File: src/rtl/fetch_stage.sv
// IF stage: owns the PC, reads the combinational instruction memory and fills IF/ID.
// Optional FETCH_PERF_CNT_EN adds fetched-instruction and stall-cycle counters.
module fetch_stage #(
  parameter logic [31:0] RESET_PC  = 32'h0000_0000,
  parameter logic [31:0] NOP_INSTR = 32'h0000_0000
) (
  input  logic        clk,
  input  logic        rst_n,
  input  logic        stall,
  input  logic        redirect_valid,
  input  logic [31:0] redirect_target,
  output logic [31:0] imem_addr,
  input  logic [31:0] imem_instr,
  output logic [31:0] if_id_pc,
  output logic [31:0] if_id_pc4,
  output logic [31:0] if_id_instr,
`ifdef FETCH_PERF_CNT_EN
  output logic        if_id_valid,
  output logic [31:0] perf_fetch_cnt,
  output logic [31:0] perf_stall_cnt
`else
  output logic        if_id_valid
`endif
);

  logic [31:0] pc_q, pc_d;
  logic [31:0] id_pc_q, id_pc_d;
  logic [31:0] id_instr_q, id_instr_d;
  logic        id_valid_q, id_valid_d;

  // Redirect outranks stall; a bubble keeps the old IF/ID pc so pc4 stays coherent.
  always_comb begin
    pc_d       = pc_q;
    id_pc_d    = id_pc_q;
    id_instr_d = id_instr_q;
    id_valid_d = id_valid_q;
    if (redirect_valid) begin
      pc_d       = {redirect_target[31:2], 2'b00};
      id_instr_d = NOP_INSTR;
      id_valid_d = 1'b0;
    end else if (!stall) begin
      pc_d       = pc_q + 32'd4;
      id_pc_d    = pc_q;
      id_instr_d = imem_instr;
      id_valid_d = 1'b1;
    end
  end

  always_ff @(posedge clk or negedge rst_n) begin
    if (!rst_n) begin
      pc_q       <= RESET_PC;
      id_pc_q    <= 32'h0000_0000;
      id_instr_q <= NOP_INSTR;
      id_valid_q <= 1'b0;
    end else begin
      pc_q       <= pc_d;
      id_pc_q    <= id_pc_d;
      id_instr_q <= id_instr_d;
      id_valid_q <= id_valid_d;
    end
  end

  assign imem_addr   = pc_q;
  assign if_id_pc    = id_pc_q;
  assign if_id_pc4   = id_pc_q + 32'd4;
  assign if_id_instr = id_instr_q;
  assign if_id_valid = id_valid_q;

`ifdef FETCH_PERF_CNT_EN
  logic [31:0] fetch_cnt_q, stall_cnt_q;

  always_ff @(posedge clk or negedge rst_n) begin
    if (!rst_n) begin
      fetch_cnt_q <= 32'h0000_0000;
      stall_cnt_q <= 32'h0000_0000;
    end else if (!redirect_valid) begin
      if (stall) begin
        stall_cnt_q <= stall_cnt_q + 32'd1;
      end else begin
        fetch_cnt_q <= fetch_cnt_q + 32'd1;
      end
    end
  end

  assign perf_fetch_cnt = fetch_cnt_q;
  assign perf_stall_cnt = stall_cnt_q;
`endif

endmodule

File: config.mk
export PLATFORM = sky130hd
export DESIGN_NAME = fetch_stage
export DESIGN_NICKNAME = d
export VERILOG_FILES = /design/src/rtl/fetch_stage.sv
export SDC_FILE = /design/constraint.sdc
export NUM_CORES = 1
export LEC_CHECK = 0
export ABC_CLOCK_PERIOD_IN_PS = 2300
export CAP_MARGIN = 20
export CELL_PAD_IN_SITES_DETAIL_PLACEMENT = 0
export CELL_PAD_IN_SITES_GLOBAL_PLACEMENT = 1
export CORE_UTILIZATION = 29
export CTS_CLUSTER_SIZE = 24
export DETAILED_ROUTE_END_ITERATION = 8
export PLACE_DENSITY_LB_ADDON = 0.1
export SYNTH_ARGS = -nofsm -noshare
export SYNTH_HDL_FRONTEND = slang
export SYNTH_SLANG_ARGS = --single-unit
File: constraint.sdc
create_clock -name clk -period 2.3 [get_ports clk]
set_input_delay 0.69 -clock clk [delete_from_list [all_inputs] [get_ports clk]]
set_output_delay 0.69 -clock clk [all_outputs]
set_load 0.02 [all_outputs]
* Yosys cells after proc, flatten, opt, wreduce, memory -nomap -nowiden *
Cells that the tools add are included.

storage, ports and cells
  flip-flop bits (word level) = 97
  latch bits = 0
  memory bits (writable) = 0
  memory bits (read-only) = 0
  input port bits = 68
  output and inout port bits = 129
  logic and storage cells = 16
  memories = 0

operators by class
  add/sub/neg operators = 2
  $mul = 0
  divide/modulo/power cells = 0
  magnitude comparators = 0
  equal/unequal tests = 1
  shifts and indexed selects = 0
  muxes and demuxes = 6
  bitwise logic cells = 2
  reduce and logical (&&, ||, !) cells = 1

operators with widths
  kind                                                    count
  2-to-1 mux 32 bit                                       4
  adder 32 x 3 -> 32 bit (second input constant)          2
  2-to-1 mux 1 bit                                        2
  inequality test 2 x 1 -> 1 bit (second input constant)  1
  NOT 1 bit                                               2
  AND reduction 2 bit                                     1

* Logic depth before layout (Yosys ltp) *
Gate-level depths: netlist of run 1.

  depth in word-level cells = 3
  mapped depth = 6
  gate-level depth less buffers = 5

* Least setup slack after synthesis of run 1 *
Ideal clock, no wire load.

  path type = reg2out
  start point = register id_pc_q[4], in the netlist if_id_pc[4]
  end point = output port if_id_pc4[23]
  arrival time = 1968 ps
  required time = 1610 ps
  setup slack = -358 ps
  stages on the path, launching flop included = 6
  path buffers = 1
  path through = dfrtp_1 nand3_1 or4_1 clkbuf_1 or3_1 xnor2_1

on the way
  word-level cells in the longest chain between the ends = 1

RTL lines
  element                 line  source
  from (decl)             27    logic [31:0] id_pc_q, id_pc_d;
  from (signal assigned)  57    id_pc_q <= id_pc_d;
  adder 32 x 3 -> 32 bit  65    assign if_id_pc4 = id_pc_q + 32'd4;
  to (decl)               15    output logic [31:0] if_id_pc4,

Every way passes these cells.

* Final worst setup path of run 1 *
  start point = register id_pc_q[3], in the netlist if_id_pc[3]
  end point = output port if_id_pc4[23]

Same word-level chain as after synthesis.

==> results of run 1 <==
-- critical path: stages, from the launching register on --
cell and delay, ps:
dfrtp_2 380, nand2_2 60, or4_4 550, or3_4 380, xnor2_4 170, buf_6 130
-- Yosys cell counts (2+ instances only) --
cell       n  area share [%]
xnor2_1   21             3.8
nor3_1    10             1.0
nor4_1     6            0.77
nand2_1   47             3.6
and3_1     5            0.64
mux2_2    25             5.8
and4_1    12             2.2
and2_1     3            0.39
o31ai_1    5            0.77
o31a_1     2            0.36
nor2_1    52             4.0
buf_2      4            0.41
xor2_1    20             3.6
buf_6      2            0.46
inv_1     10            0.77
or4_1      8             1.2
buf_1      6            0.46
clkbuf_1  12            0.93
nand3_1   26             2.7
o211ai_1   2            0.31
mux2i_1   33             6.8
a31oi_1    9             1.2
nand4_1   14             1.8
o21ai_0   20             2.1
dfrtp_1   93              48
buf_4      6            0.93
o41ai_1    3            0.54
or3_1      2            0.26
or4b_1     4            0.82
ha_1       2            0.52
-- path summary, 6_finish.rpt --
check	start	to	slack, ps	cells past startpoint
worst min-delay path	rst_n	if_id_instr[23]	350	2
min in group clk	if_id_instr[4]	if_id_instr[4]	520	2
worst min register to register	if_id_instr[4]	if_id_instr[4]	520	2
max in group asynchronous	rst_n	if_id_instr[4]	1620	2
worst max register to register	imem_addr[2]	imem_addr[22]	160	5
worst max-delay path	if_id_pc[3]	if_id_pc4[23]	-400	5
-- metrics by stage --
step	area, um2	setup WS, ps	cells	hold WS, ps	TNS [ps]
after floorplan	4980	-131	485	394	-577
after global placement	7420	-587	916	503	-10560
after detailed placement	7420	-613	916	515	-11080
after CTS	7780	-451	935	352	-6990
after global routing	7950	-472	937	363	-7680
final	7950	-404	937	345	-5710
-- logic make-up (layout without fill, tap and decap cells) --
kind of cell,Yosys count,in the layout
XOR/XNOR,41,41
flip-flops,93,93
AO/OA/AOI/OAI,48,48
other,1,6
buffers and inverters,40,276
adder cells (fa/ha/maj),2,2
AND/OR/NAND/NOR,197,197
multiplexers,58,58
-- registers in the layout, indices dropped and copies added (netlist names) --
| signal | count |
|---|---|
| if_id_instr | 32 |
| imem_addr | 30 |
| if_id_valid | 1 |
| if_id_pc | 30 |
-- repair_timing --
item / CTS / global route
setup endpoints to repair: 30 / 25
cloned: 0 / 0
hold buffers: 0 / 0
pin swaps: 16 / 18
gates resized for setup: 160 / 50
buffers inserted: 3 / 5
-- final cells by class --
class                      instances  area [um2]  share of cell area (%)
timing repair buffer             250        2340                    29.4
clock buffer                      16         292                    3.67
multi-input combinational        352        2670                    33.6
sequential                        93        2340                    29.4
inverter                          10        37.5                   0.472
tap                              216         270                    3.40
-- per-layer routing --
layer,vias to the layer above,track usage [%],wire (um),share of wire (%)
li1,2168,-,-,-
met1,2121,22.7,6620,43
met2,183,28.2,7050,46
met3,18,5.83,1300,8.5
met4,0,6.98,282,1.8
met5,-,0,0,0
-- power by group --
| group | internal, mW | switching (mW) | total, mW | leakage, nW |
|---|---|---|---|---|
| registers | 1.82 | 0.187 | 2.01 | 1.13 |
| clock network | 0.854 | 0.596 | 1.45 | 0.143 |
| logic | 0.948 | 0.945 | 1.89 | 2.11 |
| total | 3.62 | 1.73 | 5.35 | 3.38 |
==> impl_metrics.toml, run 1 <==
[routing]
drt-initial-drc-count = 184
vias = 4490
routedWlPerCell_um = 16.3
antenna_left = 0
drc = 0
first_pass_iters = 4
via_per_inst = 4.79
totalWireLength_mm = 15.3

[yosys]
yosys.area_share.adder_pct = 0.515
ys_ff_latch = 93
postSynthCellCount = 480
avgSynthCellArea_um2 = 10.1
ys.warnings.count = 0
synthSimpleGateAreaFrac_pct = 21.1
synth_area_um2 = 4860
synth_compound_area_share_pct = 6.44
async_flop_share_pct = 100
ys_seq_area_share_pct = 47.9
synth_top_family_by_area = "simple AND/OR/NAND/NOR gates"
yosys.cell_types.count = 46
synth_edf_count = 0
muxShareOfSynthArea_pct = 12.6
synth_xor_area_share_pct = 7.39
synthFlopType = "dfrtp_1"

[final_layout]
synthToLayoutAreaGrowth_pct = 63.7
final_cell_mix = "clkdlybuf4s50_1 (155), dfrtp_1 (82), buf_4 (68)"
diodes = 0
drive_gt1_share_pct = 26.5
layout_commonest_cell = "clkdlybuf4s50_1"
final_util_pct = 49.3
n_fill_cell = 1479
fin_nets = 786

[timing]
layout_setup_ws_ps = -404
drv_slew = 0
max_slew_margin_pct = 58.4
worst_pin_slew_ps = 618
setup_violations = 22
period_share_pct = 118
fmax_ghz = 0.370
post-route-min-period_ps = 2700
rsz0062_at_grt = "true"
hold_violations = 0
fin_skew_ps = 7.49

[flow_run]
maxCapViolations = 0

[clock_network]
cts_sinks = 93
cts_buffers = 9
htree_levels = 3
cts.reportedPaths.clkPinSlew_ps = 60
cts_tree = "yes"
cts-root-buf = "clkbuf_16"
clock_path_buffers = 2
worstSkewPairLatency_ps = 340

[worst_setup_path]
cp.required_ps = 1610
worstPathMaxFanout = 3
path_class = "reg -> out"
arrival_ps = 2010
startpoint_type = "flip-flop"
cp-end-kind = "output port"

[power]
power_mw = 5.35
p_per_area_nw_per_um2 = 673
leakagePower_nw = 3.38
ir_drop_mv = 0.302

[grt]
grt_overflow = 0
gr-usage-all-layers_pct = 17.9
grt_pass1_wl_mm = 24.4
antenna_found_initial = 1
grt_max_degree = 63
grt_pass1_vias = 4549

[placed_design]
port_buffers = 188
hpwl_mm = 11.2
gp_congestion = 0.830

[floorplan]
initial_core_util_pct = 30.1
die_w_um = 131
rows = 46
core_um2 = 16100
die_area_um2 = 17300
die_h_um = 131
num_io_pins = 197

[outcome]
violations = "negative setup slack"
status = "finished with violations"

[hold_path]
hold_path_class = "in -> async"
No activity file was read; power rests on OpenSTA's default activity.
==> run 2: changes to the inputs <==
--- a/config.mk
+++ b/config.mk
@@ -5,11 +5,11 @@
 export SDC_FILE = /design/constraint.sdc
 export NUM_CORES = 1
 export LEC_CHECK = 0
-export ABC_CLOCK_PERIOD_IN_PS = 2300
+export ABC_CLOCK_PERIOD_IN_PS = 3100
 export CAP_MARGIN = 20
 export CELL_PAD_IN_SITES_DETAIL_PLACEMENT = 0
 export CELL_PAD_IN_SITES_GLOBAL_PLACEMENT = 1
-export CORE_UTILIZATION = 29
+export CORE_UTILIZATION = 30
 export CTS_CLUSTER_SIZE = 24
 export DETAILED_ROUTE_END_ITERATION = 8
 export PLACE_DENSITY_LB_ADDON = 0.1
==> constraint.sdc (replaced) <==
create_clock -name clk -period 3.1 [get_ports clk]
set_input_delay 0.93 -clock clk [delete_from_list [all_inputs] [get_ports clk]]
set_output_delay 0.93 -clock clk [all_outputs]
set_load 0.02 [all_outputs]
==> run 2 against run 1 <==
Effect of this change:
- the flow now finishes without violations
- power shrank 28%
- wire length shrank 3.7%
- sequential share of layout area grew 1.6 points
- final cell count shrank 2.1%
- first-iteration DRC count shrank 15%
==> impl_metrics.toml, run 2 (synthesized netlist as in run 1, its figures left out) <==
[outcome]
status = "finished, final reports clean"

[final_layout]
final_cell_mix = "clkdlybuf4s50_1 (161), dfrtp_1 (93), nor2_1 (51)"
drive_gt1_share_pct = 15.4
layout_commonest_cell = "clkdlybuf4s50_1"
regArea_um2 = 2330
stdcell_area_um2 = 7490
multi_input_area_um2 = 2410
fin_nets = 766
layout.cells.non_filler = 917
final_util_pct = 47.3
synthToLayoutAreaGrowth_pct = 54.2
diodes = 0
n_fill_cell = 1540
largest_register_ffs = 32

[floorplan]
die_w_um = 129
num_io_pins = 197
core_um2 = 15800
die_area_um2 = 16700
rows = 46
die_h_um = 129
initial_core_util_pct = 30.7

[clock_network]
clock_path_buffers = 2
worstSkewPairLatency_ps = 340
htree_levels = 3
cts-root-buf = "clkbuf_16"
cts_sinks = 93
cts.reportedPaths.clkPinSlew_ps = 60
cts_buffers = 9
cts_tree = "yes"

[routing]
drc = 0
totalWireLength_mm = 14.7
via_per_inst = 4.82
vias = 4421
antenna_left = 0
drt-initial-drc-count = 157
routedWlPerCell_um = 16.0
first_pass_iters = 4

[worst_setup_path]
critical_path_buf_inv_count = 4
worstPathMaxFanout = 4
cpPeakStageDelay_ps = 360
startpoint_type = "flip-flop"
arrival_ps = 2080
cp-end-kind = "output port"
worstPathCellList = "buf_6 > ha_4 > and4_4 > buf_6 > nand4_1 > buf_4 > nor3_4 > xor2_1 > buf_4"
cp.required_ps = 2170
path_class = "reg -> out"
cpLargestDelayFamily = "buffers and inverters"
critical_path.slowest_cell = "dfrtp_1"

[timing]
drv_slew = 0
max_slew_margin_pct = 58.9
period_share_pct = 97.0
hold_violations = 0
whs_ps = 519
setup_violations = 0
worst_pin_slew_ps = 611
post-route-min-period_ps = 3010
fmax_ghz = 0.333
rsz0062_at_grt = "true"
fin_skew_ps = 4.49

[grt]
grt_pass1_wl_mm = 22.9
grt_max_degree = 63
grt_pass1_vias = 4231
antenna_found_initial = 0
gr-usage-all-layers_pct = 18.1
grt_overflow = 0

[power]
p_per_area_nw_per_um2 = 517
ir_drop_mv = 0.187
leakagePower_nw = 3.18

[placed_design]
hpwl_mm = 10.9
dp.cells = 900
port_buffers = 188
gp_congestion = 0.812
place_area_um2 = 7180

[flow_run]
maxCapViolations = 0

[hold_path]
hold_path_class = "in -> async"
## run 2: report_power, final
part	switching (mW)	total [mW]	leakage (nW)	internal, mW
clock network	0.459	1.10	0.149	0.642
logic	0.640	1.27	1.88	0.634
registers	0.153	1.50	1.15	1.35
total	1.25	3.87	3.18	2.62
## run 2: path summary, 6_finish.rpt
path / depth (start not counted) / slack (ps) / startpoint / end
setup / recovery: 9 / 90 / if_id_pc[2] / if_id_pc4[30]
hold / removal: 1 / 520 / rst_n / if_id_instr[24]
setup reg to reg: 5 / 940 / imem_addr[2] / imem_addr[24]
hold reg to reg: 2 / 520 / if_id_instr[7] / if_id_instr[7]
max in group asynchronous: 2 / 1880 / rst_n / if_id_pc[10]
min in group clk: 2 / 520 / if_id_instr[7] / if_id_instr[7]
## run 2: worst register-to-register path, delay by kind of cell, from the launching register on
family,cells,cell delay [ps]
compound gates,1,180
simple gates,3,1190
flops,1,460
fa+ha+maj,1,250
## run 2: area by class of cell
type | instances | area share [%]
multi-input combinational | 352 | 32.2
sequential | 93 | 31.1
timing repair buffer | 230 | 28.7
tap | 216 | 3.61
clock buffer | 11 | 3.24
clock inverter | 5 | 0.668
inverter | 10 | 0.501
## run 2: stage by stage
| step | worst slack, ps | power (mW) | TNS, ps |
|---|---|---|---|
| after floorplan | 202 | 2.10 | 0 |
| after global placement | -2.26 | 2.82 | -4.21 |
| after detailed placement | -48.9 | 2.83 | -147 |
| after CTS | -23.1 | 3.93 | -23.1 |
| after global routing | -30.4 | 4.08 | -41.6 |
| final | 93.9 | 3.87 | 0 |
## run 2: repair_timing
action,CTS,global route
pin swaps,2,4
hold buffers,0,0
cloned,0,0
resized for setup,45,25
endpoints found under the hold margin,0,0
endpoints found under the setup margin,23,16
buffers inserted,1,0
## run 2: metal layers
layer | GRT usage [%] | wire length [um] | vias to the layer above
li1 | - | - | 2158
met1 | 23.7 | 6700 | 2098
met2 | 26.8 | 6430 | 145
met3 | 6.07 | 1200 | 20
met4 | 8.24 | 351 | 0
met5 | 0 | 0 | -
